File: src/rtl/mod_down_counter_prog.sv
// Run-time programmable modulo down-counter: counts a loaded value down to zero,
// then stops (one-shot) or reloads (auto-reload) and emits a one-cycle done pulse.
module mod_down_counter_prog #(
    parameter int BITS = 4
) (
    input  logic            clk,
    input  logic            reset_n,
    input  logic            load,
    input  logic [BITS-1:0] load_val,
    input  logic            enable,
    input  logic            mode,
    output logic [BITS-1:0] Q,
    output logic            busy,
    output logic            done
);

    typedef enum logic {
        IDLE = 1'b0,
        RUN  = 1'b1
    } state_t;

    state_t          state;
    logic [BITS-1:0] q_reg;
    logic [BITS-1:0] reload_reg;
    logic            done_reg;

    // Load always wins over counting; zero is handled as the terminal event,
    // so the decrement can never wrap below zero.
    always_ff @(posedge clk or negedge reset_n) begin
        if (!reset_n) begin
            state      <= IDLE;
            q_reg      <= '0;
            reload_reg <= '0;
            done_reg   <= 1'b0;
        end else if (load) begin
            reload_reg <= load_val;
            q_reg      <= load_val;
            done_reg   <= 1'b0;
            state      <= (load_val != '0) ? RUN : IDLE;
        end else begin
            case (state)
                IDLE: begin
                    done_reg <= 1'b0;
                end
                RUN: begin
                    if (!enable) begin
                        done_reg <= 1'b0;
                    end else if (q_reg != '0) begin
                        q_reg    <= q_reg - 1'b1;
                        done_reg <= 1'b0;
                    end else begin
                        done_reg <= 1'b1;
                        if (mode) begin
                            q_reg <= reload_reg;
                        end else begin
                            state <= IDLE;
                        end
                    end
                end
                default: begin
                    state    <= IDLE;
                    done_reg <= 1'b0;
                end
            endcase
        end
    end

    assign Q    = q_reg;
    assign busy = (state == RUN);
    assign done = done_reg;

endmodule

File: config.mk
export PLATFORM = sky130hd
export DESIGN_NAME = mod_down_counter_prog
export DESIGN_NICKNAME = d
export VERILOG_FILES = /design/src/rtl/mod_down_counter_prog.sv
export SDC_FILE = /design/constraint.sdc
export NUM_CORES = 1
export LEC_CHECK = 0
export CAP_MARGIN = 25
export CORE_AREA = 2 2 39 41
export DETAILED_ROUTE_END_ITERATION = 7
export DIE_AREA = 0 0 41 43
export GPL_TIMING_DRIVEN = 0
export HOLD_SLACK_MARGIN = 0.02
export PLACE_DENSITY = 0.7
export SYNTH_ARGS = -nofsm -noshare
export SYNTH_HDL_FRONTEND = slang
export SYNTH_SLANG_ARGS = --single-unit
File: constraint.sdc
create_clock -name clk -period 3.9 [get_ports clk]
set_input_delay 0.78 -clock clk [delete_from_list [all_inputs] [get_ports clk]]
set_output_delay 0.78 -clock clk [all_outputs]
set_load 0.01 [all_outputs]
### After elaboration in Yosys (flattened, before gate mapping)

Index checks and enable logic that the tools add are counted.

* multipliers: 0
* magnitude comparators: 0
* $add $sub $neg: 1
* reduce and logical (&&, ||, !) cells: 6
* div/mod/pow operators: 0
* bitwise operators: 1
* multiplexer cells: 15
* shift operators: 0
* equality and inequality tests: 0

Operators by type and width (number)
* two-way mux 4 bit: 5
* two-way mux 1 bit: 9
* nonzero test 4 bit: 2
* nonzero test 2 bit: 2
* subtractor 4 x 1 -> 4 bit, second input constant: 1
* AND reduction 3 bit: 1
* nonzero test 3 bit: 1
* case mux 1 bit (2 select lines): 1
* inverter 1 bit: 1

* ROM bits: 0
* memories: 0
* output and inout bits: 6
* bits in registers: 10
* bits in latches: 0
* logic and storage cells: 27
* RAM bits: 0

### Logic depth before layout (Yosys ltp)

* depth after elaboration: 5
* gate-level depth with buffers: 5
* depth with buffers taken out: 5

### Least setup slack after synthesis

OpenSTA, ideal clock, no wires.

* path kind: reg2reg
* from: reg q_reg[0] (netlist: Q[0])
* to: reg q_reg[1] (netlist: Q[1])
* setup slack: 2255 ps
* required time: 3820 ps
* stages on the path, launching flop included: 6
* clock period less this slack: 1645 ps
* arrival time: 1565 ps
* path through: dfrtp_1 inv_1 ha_1 or3b_4 mux2_4 o211ai_2

* cells in the longest elaborated chain, start to end: 5

RTL lines
* start: declaration: RTL line 23 `logic [BITS-1:0] q_reg;`
* start signal: assignment: RTL line 37 `q_reg <= load_val;`
* start signal: assignment: RTL line 49 `q_reg <= q_reg - 1'b1;`
* start signal: assignment: RTL line 54 `q_reg <= reload_reg;`
* subtractor 4 x 1 -> 4 bit / nonzero test 4 bit (equally long branches): RTL line 49, 48
* two-way mux 4 bit: RTL line 48 `end else if (q_reg != '0) begin`
* two-way mux 4 bit: RTL line 46 `if (!enable) begin`
* two-way mux 4 bit: RTL line 41 `case (state)`
* two-way mux 4 bit: RTL line 35 `end else if (load) begin`

Several ways; a longest one is shown, not always the timed one. The select of a mux whose other input is x is not followed.
A chain may end at the register's enable or synchronous reset.

### Worst setup path after layout

* from: reg q_reg[3] (netlist: Q[3])
* to: out Q[3]

RTL lines
* end: declaration: RTL line 12 `output logic [BITS-1:0] Q,`

No word-level cell between the ends.

==> flow_metrics.tcl <==
set metrics [dict create \
    status "completed" \
    ys_types 27 \
    core.rowCount 14 \
    via_count 449 \
    grt_usage_pct 16.26 \
    dpl.hpwl_um 893.2 \
    syn_to_final_growth_pct 33.49 \
    setup_viol 0 \
    grt-ovfl-total 0 \
    critPathBufInv 1 \
    gp_congestion 0.7274 \
    cts.sinks 10 \
    worst_setup_path_end_kind "output port" \
    grt_pass1_vias 415 \
    path_delay_family "buffers and inverters" \
    critPathKind "reg2out" \
    powerDensity_nw_per_um2 371.3 \
    period_needed_ns 2.077 \
    ys_seq_area_share_pct 45.87 \
    final_common_cell "clkdlybuf4s50_1" \
    reg2reg_from "Q[0]" \
    yosysWarnings 0 \
    ctsResizeCount 0 \
    postSynthAreaPerCell_um2 9.919 \
    synth_edf_count 0 \
    wl_per_cell_um 12.55 \
    cp-start-kind "flop" \
    seqCellArea_um2 250.2 \
    cpMaxStageDelayCell "clkdlybuf4s50_1" \
    grt_max_degree 11 \
    drt_iter0_drc 0 \
    finalMaxSlewViolations 0 \
    fin_nets 84 \
    finalCritPeriodShare_pct 53.25 \
    synth-seq-cells 10 \
    syn_inst 55 \
    critical_path.cell_chain "clkdlybuf4s50_1" \
    cap_violations 0 \
    max-slew-margin-rel_pct 69.93 \
    cts_tree "done" \
    cts.htree.levels 1 \
    drtAntennaViolNets 0 \
    io_buffers 14 \
    start_util_pct 39.42 \
    worstHoldStart "reload_reg[2]" \
    grt_pass1_wl_um 1849 \
    vias_per_cell 5.102 \
    antenna_cells 0 \
    post_dp_cell_area_um2 705.7 \
    coreArea_um2 1384 \
    drc 0 \
    drive_gt1_share_pct 11.11 \
    crit_required_ns 3.12 \
    synth.net_count 65 \
    cts_inserted_buffers 3 \
    fin_skew_ns 0.002038 \
    ctsHoldBuffers 0 \
    rsz0062_at_grt "no" \
    synthFlopType "dfrtp_1" \
    max_clock_freq_ghz 0.4815 \
    setup_tns_ns 0 \
    crit_path_max_incr_delay_ns 0.58 \
    cts-root-buf "clkbuf_4" \
    post_cts_buffers 0 \
    multi_input_area_um2 269.0 \
    tightest_slew_ns 0.4497 \
    drt_wl_total_um 1104 \
    clockBufferDepth 2 \
    die_area_um2 1763 \
    timing.hold.ws_ns 0.5292 \
    firstDrtPassIters 1 \
    grt_antenna_before_repair 0 \
    setup_slack_ns 1.823 \
    io_pins 15 \
    clock_latency_ns 0.26 \
    die_x_um 41 \
    layout_common_cells "clkdlybuf4s50_1, dfrtp_1, inv_1" \
    p_leak_nw 0.3123 \
    fillers 139 \
    clk_pin_slew_ns 0.06 \
    synth-async-reset-ratio_pct 100.0 \
    die_y_um 43 \
    hold_path_class "reg2reg" \
    arrival_ns 1.30 \
    synth_area_um2 545.5 \
    hold_viol_final 0 \
    ir_drop_uv 182.3 \
    critPathMaxFanout 7 \
    cp-startpoint "Q[3]" \
    place_ws_ns 1.718 \
    fin_area_um2 728.2 \
]
metal layers:
metal	up-vias	global-route usage, %	wire length (µm)
met3	2	3.141	29
li1	233	-	-
met1	206	20.40	487
met4	0	12.00	14
met2	8	23.44	572
met5	-	0	0
worst register-to-register path, delay by kind of cell, from the launching register on:
family	cells	cell delay, ns
multiplexers	1	0.32
AO/OA/AOI/OAI	1	0.15
adder cells (fa/ha/maj)	1	0.24
AND/OR/NAND/NOR	1	0.44
buffers and inverters	1	0.09
flip-flops	1	0.42
power by group:
part | total, W | switching, W | internal [W]
Combinational | 0.0000763 | 0.0000315 | 0.0000448
Sequential | 0.000126 | 0.0000117 | 0.000114
Clock | 0.0000681 | 0.0000326 | 0.0000355
Total | 0.000270 | 0.0000758 | 0.000195
worst paths after layout:
path / slack [ns] / depth (start not counted) / endpoint
min in group asynchronous: 0.84 / 1 / reload_reg[3]
worst min register to register: 0.53 / 1 / reload_reg[2]
max in group asynchronous: 2.76 / 1 / Q[0]
worst min-delay path: 0.53 / 1 / reload_reg[2]
worst max register to register: 2.18 / 5 / Q[1]
worst max-delay path: 1.82 / 1 / Q[3]
cells by family after synthesis:
kind of cell | share of synthesized area (%)
fa+ha+maj | 2.293
mux | 6.650
flops | 45.87
compound gates | 18.81
buf+inv | 4.816
simple gates | 21.56
through the flow:
stage / power [W] / utilization [%] / cells
2_1_floorplan: 0.0001705 / - / 55
3_3_place_gp: 0.0002037 / 50.99 / 85
3_5_place_dp: 0.0002054 / 50.99 / 85
4_1_cts: 0.0002753 / 52.62 / 88
5_1_grt: 0.0002913 / 52.62 / 88
6_report: 0.0002704 / 52.62 / 88
layout make-up:
class	count	share of cell area, %
multi-input cells	38	36.94
well taps	16	2.749
repair buffers	14	19.24
plain buffers	1	0.5155
inverters	6	3.093
flip-flops and latches	10	34.36
clock buffers	3	3.093
synth_stat cells (all sizes together), types with 2 or more instances:
master	n	area share, %
mux2	2	4.8
nor2	2	1.4
nor2b	3	3.4
a21oi	2	1.8
dfrtp	10	46
o31a	2	3.2
nor3	2	1.8
inv	6	4.1
o21ai	5	4.6
o211ai	3	5.0
nand2	4	2.8
(Power assumes the default switching activity.)
